### src/rtl/tm1637_pkg.sv
// Shared constants and FSM state encoding for the TM1637 frame sequencer.
// Latency: none (declarations only).
// Backpressure: not applicable.
package tm1637_pkg;

  // TM1637 command bytes
  localparam logic [7:0] CMD_DATA_AUTO = 8'h40;  // data write, auto-increment address
  localparam logic [7:0] CMD_ADDR0     = 8'hC0;  // set address to digit 0
  localparam logic [7:0] CMD_CTRL_BASE = 8'h80;  // display control, OR in enable and brightness

  // Segment patterns (gfedcba, bit 7 reserved for the colon)
  localparam logic [7:0] SEG_BLANK = 8'h00;
  localparam logic [7:0] SEG_ERR   = 8'h79;      // 'E' for non-decimal codes

  typedef enum logic [2:0] {
    S_IDLE,
    S_CMD_DATA,
    S_CMD_ADDR,
    S_DIG,
    S_CMD_CTRL,
    S_DONE
  } state_t;

endpackage

### src/rtl/tm1637_frame_seq_dec_to_seg.sv
// Decimal to seven-segment encoder (gfedcba), codes 10..15 shown as 'E'.
// Latency: combinational.
// Backpressure: not applicable.
module dec_to_seg
  import tm1637_pkg::*;
(
  input  logic [3:0] i_bcd,
  output logic [6:0] o_seg
);

  // Lookup of the segment pattern for one BCD digit
  always_comb begin
    o_seg = SEG_ERR[6:0];
    case (i_bcd)
      4'd0: o_seg = 7'h3F;
      4'd1: o_seg = 7'h06;
      4'd2: o_seg = 7'h5B;
      4'd3: o_seg = 7'h4F;
      4'd4: o_seg = 7'h66;
      4'd5: o_seg = 7'h6D;
      4'd6: o_seg = 7'h7D;
      4'd7: o_seg = 7'h07;
      4'd8: o_seg = 7'h7F;
      4'd9: o_seg = 7'h67;
      default: o_seg = SEG_ERR[6:0];
    endcase
  end

endmodule

### src/rtl/tm1637_frame_seq.sv
// TM1637 frame sequencer: captures a display value and emits the full command byte stream.
// Latency: first byte valid one cycle after update; one byte per cycle when byte_ready is held high.
// Backpressure: byte outputs hold while byte_valid && !byte_ready; TM1637_LEADING_BLANK_EN blanks leading zeros.
module tm1637_frame_seq
  import tm1637_pkg::*;
#(
  parameter int DIGITS = 4
) (
  input  logic                  clk,
  input  logic                  rst,
  input  logic                  update,
  input  logic [4*DIGITS-1:0]   digits,
  input  logic                  colon,
  input  logic [2:0]            brightness,
  input  logic                  display_on,
  output logic                  busy,
  output logic [7:0]            byte_data,
  output logic                  byte_first,
  output logic                  byte_last,
  output logic                  byte_valid,
  input  logic                  byte_ready,
  output logic                  done
);

  localparam logic [2:0] LAST_IDX = 3'(DIGITS - 1);

  state_t              r_state, w_next_state;
  logic [2:0]          r_idx, w_idx_next;
  logic                r_pending, w_pending_next;
  logic [4*DIGITS-1:0] r_digits;
  logic                r_colon, r_on;
  logic [2:0]          r_bright;
  logic                r_busy, r_valid, r_first, r_last, r_done;
  logic [7:0]          r_data;
  logic                w_busy, w_valid, w_first, w_last, w_done, w_capture;
  logic [7:0]          w_data;
  logic                w_xfer;
  logic [2:0]          w_sel_idx;
  logic [3:0]          w_sel_nib;
  logic [6:0]          w_seg_raw;
  logic                w_blank;
  logic [7:0]          w_seg_byte;
  logic [7:0]          w_ctrl_byte;

  assign w_xfer = r_valid & byte_ready;

  // The digit being loaded next: digit 0 when leaving the address byte, else the following digit
  assign w_sel_idx = (r_state == S_CMD_ADDR) ? 3'd0 : r_idx + 3'd1;

`ifdef TM1637_LEADING_BLANK_EN
  logic w_lead_zero;
  // Pick the selected captured digit and note whether it and every digit left of it are zero
  always_comb begin
    w_sel_nib   = 4'd0;
    w_lead_zero = 1'b1;
    for (int k = 0; k < DIGITS; k++) begin
      if (3'(k) == w_sel_idx) w_sel_nib = r_digits[4*k +: 4];
      if ((3'(k) <= w_sel_idx) && (r_digits[4*k +: 4] != 4'd0)) w_lead_zero = 1'b0;
    end
  end
  assign w_blank = w_lead_zero && (w_sel_idx != LAST_IDX);
`else
  // Pick the selected captured digit for the shared encoder
  always_comb begin
    w_sel_nib = 4'd0;
    for (int k = 0; k < DIGITS; k++) begin
      if (3'(k) == w_sel_idx) w_sel_nib = r_digits[4*k +: 4];
    end
  end
  assign w_blank = 1'b0;
`endif

  dec_to_seg u_dec_to_seg (
    .i_bcd (w_sel_nib),
    .o_seg (w_seg_raw)
  );

  // Colon rides on bit 7 of digit 1 whether or not that digit is blanked
  assign w_seg_byte  = {r_colon && (w_sel_idx == 3'd1), w_blank ? SEG_BLANK[6:0] : w_seg_raw};
  assign w_ctrl_byte = CMD_CTRL_BASE | {4'b0000, r_on, r_bright};

  // Next-state and next-output logic; byte outputs only change on a transfer or frame start
  always_comb begin
    w_next_state   = r_state;
    w_idx_next     = r_idx;
    w_data         = r_data;
    w_first        = r_first;
    w_last         = r_last;
    w_valid        = r_valid;
    w_done         = 1'b0;
    w_capture      = 1'b0;
    w_pending_next = r_pending;
    if (update && (r_state != S_IDLE)) w_pending_next = 1'b1;
    case (r_state)
      S_IDLE: begin
        if (update) begin
          w_capture    = 1'b1;
          w_next_state = S_CMD_DATA;
          w_valid      = 1'b1;
          w_data       = CMD_DATA_AUTO;
          w_first      = 1'b1;
          w_last       = 1'b1;
        end
      end
      S_CMD_DATA: begin
        if (w_xfer) begin
          w_next_state = S_CMD_ADDR;
          w_data       = CMD_ADDR0;
          w_first      = 1'b1;
          w_last       = 1'b0;
        end
      end
      S_CMD_ADDR: begin
        if (w_xfer) begin
          w_next_state = S_DIG;
          w_idx_next   = 3'd0;
          w_data       = w_seg_byte;
          w_first      = 1'b0;
          w_last       = (LAST_IDX == 3'd0);
        end
      end
      S_DIG: begin
        if (w_xfer) begin
          if (r_idx == LAST_IDX) begin
            w_next_state = S_CMD_CTRL;
            w_data       = w_ctrl_byte;
            w_first      = 1'b1;
            w_last       = 1'b1;
          end else begin
            w_idx_next = w_sel_idx;
            w_data     = w_seg_byte;
            w_first    = 1'b0;
            w_last     = (w_sel_idx == LAST_IDX);
          end
        end
      end
      S_CMD_CTRL: begin
        if (w_xfer) begin
          w_next_state = S_DONE;
          w_valid      = 1'b0;
          w_data       = 8'h00;
          w_first      = 1'b0;
          w_last       = 1'b0;
          w_done       = 1'b1;
        end
      end
      S_DONE: begin
        // A request seen during the frame or in this cycle restarts straight away
        if (r_pending || update) begin
          w_pending_next = 1'b0;
          w_capture      = 1'b1;
          w_next_state   = S_CMD_DATA;
          w_valid        = 1'b1;
          w_data         = CMD_DATA_AUTO;
          w_first        = 1'b1;
          w_last         = 1'b1;
        end else begin
          w_next_state = S_IDLE;
        end
      end
      default: w_next_state = S_IDLE;
    endcase
    w_busy = (w_next_state != S_IDLE);
  end

  // State, output and capture registers
  always_ff @(posedge clk or posedge rst) begin
    if (rst) begin
      r_state   <= S_IDLE;
      r_idx     <= 3'd0;
      r_pending <= 1'b0;
      r_digits  <= '0;
      r_colon   <= 1'b0;
      r_on      <= 1'b0;
      r_bright  <= 3'd0;
      r_busy    <= 1'b0;
      r_valid   <= 1'b0;
      r_first   <= 1'b0;
      r_last    <= 1'b0;
      r_done    <= 1'b0;
      r_data    <= 8'h00;
    end else begin
      r_state   <= w_next_state;
      r_idx     <= w_idx_next;
      r_pending <= w_pending_next;
      r_busy    <= w_busy;
      r_valid   <= w_valid;
      r_first   <= w_first;
      r_last    <= w_last;
      r_done    <= w_done;
      r_data    <= w_data;
      if (w_capture) begin
        r_digits <= digits;
        r_colon  <= colon;
        r_on     <= display_on;
        r_bright <= brightness;
      end
    end
  end

  assign busy       = r_busy;
  assign byte_data  = r_data;
  assign byte_first = r_first;
  assign byte_last  = r_last;
  assign byte_valid = r_valid;
  assign done       = r_done;

endmodule
### config.mk
export PLATFORM = sky130hd
export DESIGN_NAME = tm1637_frame_seq
export DESIGN_NICKNAME = d
export VERILOG_FILES = /design/src/rtl/tm1637_pkg.sv /design/src/rtl/tm1637_frame_seq_dec_to_seg.sv /design/src/rtl/tm1637_frame_seq.sv
export SDC_FILE = /design/constraint.sdc
export NUM_CORES = 1
export LEC_CHECK = 0
export CORE_MARGIN = 2
export CORE_UTILIZATION = 38
export CTS_CLUSTER_SIZE = 25
export DETAILED_ROUTE_END_ITERATION = 12
export DONT_BUFFER_PORTS = 1
export SLEW_MARGIN = 25
export SYNTH_ARGS = -nofsm -noshare
export SYNTH_HDL_FRONTEND = slang
export SYNTH_SLANG_ARGS = --single-unit
export TNS_END_PERCENT = 10
### constraint.sdc
create_clock -name clk -period 6.77 [get_ports clk]
set_input_delay 0.677 -clock clk [delete_from_list [all_inputs] [get_ports clk]]
set_output_delay 0.677 -clock clk [all_outputs]
set_load 0.005 [all_outputs]
### Word-level counts from Yosys, hierarchy flattened

Memories as Yosys holds them, arrays and structs flattened.
Cells that the tools add are included.

* register bits: 41
* bits in read-only memories: 112
* logic and storage cells: 99
* output and inout port bits: 13
* bits of input ports: 25
* memories: 1

* equality and inequality tests: 20
* multiplexer cells: 44
* bitwise logic cells: 1
* add/subtract/negate cells: 1
* reductions and logical operators: 19

Memory list
* (name not given): depth 16, bits a word 7, rd ports 1, clocked after memory_dff 0, write ports 0, RTL line tm1637_frame_seq_dec_to_seg.sv:14 `case (i_bcd)`

Operator list (number)
* 8-bit 2-to-1 mux: 7
* 8-bit one-hot mux with 6 select lines: 1
* 3-bit 2-to-1 mux: 10
* 3-bit one-hot mux with 6 select lines: 1
* 1-bit 2-to-1 mux: 16
* 4-bit 2-to-1 mux: 4
* 2-bit != test, second input constant: 7
* 3-bit by 2-bit equality test with 1-bit output, second input constant: 4
* 3-bit nonzero test: 3
* 4-bit AND reduction: 2
* 7-bit AND reduction: 1
* 2-bit by 3-bit equality test with 1-bit output, first input constant: 2
* 3-bit by 1-bit equality test with 1-bit output, second input constant: 2
* 3-bit equality test, second input constant: 2
* 3-bit logical NOT: 2
* 3-bit one-hot mux with 2 select lines: 1
* 6-bit AND reduction: 1
* 6-bit nonzero test: 1
* 1-bit one-hot mux with 5 select lines: 1
* 5-bit AND reduction: 1
* 5-bit nonzero test: 1
* 2-bit by 1-bit != test with 1-bit output, second input constant: 2
* 1-bit one-hot mux with 4 select lines: 1
* 4-bit nonzero test: 1
* other kinds (10): 11

### Depth between registers and ports, before layout

An unclocked memory read counts as a cell.

* depth after elaboration: 11
* depth in mapped cells: 12
* depth with buffers taken out: 11

### Modules after synthesis

A second synthesis with hierarchy kept.

* cell total of the unflattened synthesis: 190
* area, all modules: 2165.8 um^2

Modules (own cells, without submodules)
* tm1637_frame_seq: area each 1970.6 um^2, seq. area each 1026.0 um^2, cells each 164, times used 1
* dec_to_seg: area each 195.2 um^2, seq. area each 0.0 um^2, cells each 26, times used 1

### Worst setup path after synthesis

No wires, ideal clock.

* kind: register to register
* start point: register r_state[2]
* end point: register r_data[3], in the netlist byte_data[3]
* slack: 4.239 ns
* required time: 6.702 ns
* clock period less this slack: 2.531 ns
* setup time: 0.068 ns
* data arrival time: 2.462 ns
* stages on the path, launching flop included: 13
* path buffers: 2
* cell sequence: dfrtp_1 -> buf_6 -> or3b_1 -> buf_6 -> a21o_1 -> a32o_1 -> a22oi_1 -> o21a_1 -> inv_2 -> ha_1 -> mux2_4 -> a211oi_1 -> nand2b_1

* word-level cells in the longest chain between the ends: 11
* elaborated cells between the ends (all ways): 28
* classes of those cells: eq/ne: 14; mux: 9; reduce/logical: 4; memory: 1

RTL lines
* start: declaration: RTL line tm1637_frame_seq.sv:27 `state_t r_state, w_next_state;`
* start signal: assignment: RTL line tm1637_frame_seq.sv:183 `r_state <= w_next_state;`
* 3-bit by 2-bit equality test with 1-bit output: RTL line tm1637_frame_seq.sv:48, tm1637_frame_seq.sv:94
* 3-bit 2-to-1 mux: RTL line tm1637_frame_seq.sv:48 `assign w_sel_idx = (r_state == S_CMD_ADDR) ? 3'd0 : r_idx + 3'd1;`
* 3-bit logical NOT: RTL line tm1637_frame_seq.sv:67 `if (3'(k) == w_sel_idx) w_sel_nib = r_digits[4*k +: 4];`
* 4-bit 2-to-1 mux (4 in series): RTL line tm1637_frame_seq.sv:67
* memory 16 x 7 bit
* 8-bit 2-to-1 mux: RTL line tm1637_frame_seq.sv:124 `if (r_idx == LAST_IDX) begin`
* 8-bit 2-to-1 mux: RTL line tm1637_frame_seq.sv:123 `if (w_xfer) begin`
* 8-bit one-hot mux with 6 select lines: RTL line tm1637_frame_seq.sv:94 `case (r_state)`
* end signal: assignment: RTL line tm1637_frame_seq.sv:191 `r_data <= w_data;`
* end: declaration: RTL line tm1637_frame_seq.sv:34 `logic [7:0] r_data;`

Several ways; a longest one is shown, not always the timed one. The select of a mux whose other input is x is not followed.
A chain may end at the register's enable or synchronous reset.

### Worst setup path after layout

* start point: register r_state[1]
* end point: register r_data[3], in the netlist byte_data[3]

Same word-level chain as after synthesis.

==> impl_metrics.ini <==
[power]
seq_power_share_pct = 35.2
p_switching_uw = 554
p_comb_share_pct = 52.2
power_density_nw_per_um2 = 548
clockPowerShare_pct = 12.6
p_sw_share_pct = 42.7
ir_worst_vdd_mv = 0.263
internal_power_uw = 745
total_power_uw = 1300
power_leakage_uw = 0.00101

[synth]
synth_top_family_by_area = compound AO/OA/AOI/OAI gates
async_flop_share_pct = 100
synthAdderAreaFrac_pct = 4.44
synth_nets = 252
ys_ff_latch = 41
synthFlopType = dfrtp_1
synth-compound-area-share_pct = 17.7
synth_xor_area_share_pct = 0
yosys.area_share.simple_pct = 14.2
synth_cells = 219
netlist_area_um2 = 2250
syn_area_per_cell_um2 = 10.3
synth_edf_count = 0
ys_types = 45
yosys-mux-area-fraction_pct = 13.1
yosysSeqAreaShare_pct = 45.6
yosysWarnings = 0

[timing]
fmax_mhz = 336
post-route-period-util_pct = 43.9
hold_viol_final = 0
tns_ns = 0
setup_viol = 0
fin_skew_ns = 0.00445
layout_min_cycle_time_ns = 2.97
rsz0062_at_grt = false
tightest_slew_ns = 0.724
drv_slew = 0
slew_headroom_pct = 51.5

[finish]
final_core_util_pct = 40.7
fin_area_um2 = 2370
fillers = 573
num_antenna_cells = 0
final_nets = 248
syn2layout_area_growth_pct = 5.17
drive_gt1_share_pct = 17.7

[detailed_routing]
via_per_inst = 5.51
antenna_left = 0
drtIter0Drc = 109
drc_errors = 0
num_vias = 1598
drt_pass1_iterations = 4
totalWireLength_mm = 4.66
wl_per_cell_um = 16.1

[floorplan]
coreArea_um2 = 5820
fp-row-count = 28
start_util_pct = 38.7
die_x_um = 81.0
dieArea_um2 = 6560
fp.dieH_um = 81.0
ios = 38

[outcome]
outcome = complete, no violations

[placement]
port_buffers = 0
gp_congestion = 0.791
dpl_cell_area_um2 = 2280
hpwl_mm = 3.32

[grt]
grt_max_degree = 42
grt_pass1_vias = 1579
grt_pass1_wl_mm = 7.87
gr-total-overflow = 0
track_usage_pct = 15.5
antenna_found_initial = 0

[cts]
cts_resized = 0
root_buffer = clkbuf_8
cts_buffers = 5
clkSinkCount = 41
path_clk_slew_ns = 0.08
cts_setup_buffers = 0
cts_max_level = 2
cts_tree = done
clk_path_buf_depth = 2
clk_latency_ns = 0.30
cts_hold_buf = 0

[critical_path]
crit_path_end_kind = flop
crit_chain = or3b_1, a21o_1, a32o_1, a22oi_1, o21a_1, inv_2, ha_1, mux2_4, a211oi_1, nand2b_1
slowest_delay_ns = 0.64
cp.required_ns = 7.00
cp_slowest_cell = dfrtp_1
arrival_ns = 3.20
worstPathMaxFanout = 16
start_kind = flop
worst-setup-path-type = flop to flop

[flow_run]
drv_cap = 0

[hold_path]
hold_class = primary input to async pin
## path summary, 6_finish.rpt
| check | startpoint | to | slack, ns | cells after the start |
|---|---|---|---|---|
| max | r_state[1]$_DFF_PP0_ | byte_data[3]$_DFFE_PP0P_ | 3.80 | 10 |
| min | rst | r_idx[1]$_DFFE_PP0P_ | 0.40 | 2 |
| max reg2reg | r_state[1]$_DFF_PP0_ | byte_data[3]$_DFFE_PP0P_ | 3.80 | 10 |
| min reg2reg | r_idx[2]$_DFFE_PP0P_ | r_idx[2]$_DFFE_PP0P_ | 0.49 | 2 |
| max in group asynchronous | rst | r_digits[0]$_DFFE_PP0P_ | 6.01 | 2 |
| min in group clk | r_idx[2]$_DFFE_PP0P_ | r_idx[2]$_DFFE_PP0P_ | 0.49 | 2 |
## through the flow
stage,instances,hold slack [ns],setup slack [ns]
final,290,0.400,3.80
after global routing,290,0.464,3.56
after CTS,290,0.422,3.82
after detailed placement,283,0.476,3.85
after global placement,283,0.462,3.93
after floorplan,219,0.449,4.24
## state kept, by name, indices dropped and copies added (netlist names), 3 cells and up
register and flops:
byte_data 8, r_bright 3, r_digits 16, r_idx 3, r_state 3
## area by class of cell
class	instances	area, um2	share of cell area [%]
multi-input combinational	157	1120	47.3
sequential	41	1030	43.3
tap	75	93.8	3.96
clock buffer	7	86.3	3.65
inverter	9	33.8	1.43
timing repair buffer	1	7.51	0.317
## worst max-delay path, delay by kind of cell (launching register included)
| kind | cells | cell delay (ns) |
|---|---|---|
| AOI/OAI and AO/OA | 5 | 1.02 |
| muxes | 1 | 0.26 |
| DFF | 1 | 0.64 |
| buffers and inverters | 1 | 0.07 |
| and+or+nand+nor | 2 | 0.71 |
| adders and majority gates | 1 | 0.21 |
## cell usage after synthesis (3+ instances only)
library cell | number | area (um2)
ha_1 | 8 | 100
mux2_2 | 23 | 259
a211oi_1 | 4 | 30.0
a211o_1 | 3 | 26.3
inv_1 | 7 | 26.3
o21ai_1 | 5 | 25.0
nand3_1 | 4 | 20.0
nand2_1 | 24 | 90.1
o21ai_0 | 8 | 40.0
o211ai_1 | 4 | 30.0
nor2_1 | 13 | 48.8
dfrtp_1 | 41 | 1030
a21oi_1 | 8 | 40.0
buf_6 | 3 | 33.8
buf_2 | 6 | 30.0
and3_1 | 3 | 18.8
a31oi_1 | 4 | 25.0
nor3_1 | 8 | 40.0
## cells in the final DEF, fill, tap and decap left out, drive strengths merged, types with 3 or more instances in the layout
| cell type | count |
|---|---|
| dfrtp | 41 |
| nand2 | 24 |
| mux2 | 24 |
| o21ai | 14 |
| nor2 | 13 |
| a21oi | 10 |
| inv | 9 |
| nor3 | 8 |
| ha | 8 |
| clkbuf | 7 |
| o211ai | 4 |
| a31oi | 4 |
| a211oi | 4 |
| nand3 | 4 |
| a211o | 3 |
| and3 | 3 |
| a32oi | 3 |
## layer usage
layer	GRT usage, %	up-vias	part of all wire, %
li1	-	790	-
met1	21.9	761	50
met2	23.1	42	43
met3	5.22	5	6.0
met4	3.56	0	0.64
met5	0	-	0
## kinds of logic after synthesis
logic type / Yosys count
buf+inv: 21
simple gates: 67
fa+ha+maj: 8
mux: 26
flops: 41
compound gates: 56
## power groups by stage
| stage | Combinational (uW) | Sequential, uW | Clock, uW |
|---|---|---|---|
| final | 679 | 457 | 164 |
| after global routing | 767 | 475 | 177 |
| after CTS | 680 | 458 | 169 |
| after detailed placement | 675 | 464 | 0 |
| after global placement | 667 | 459 | 0 |
| after floorplan | 609 | 414 | 0 |
Note: power is estimated with default switching activity, not from simulation.
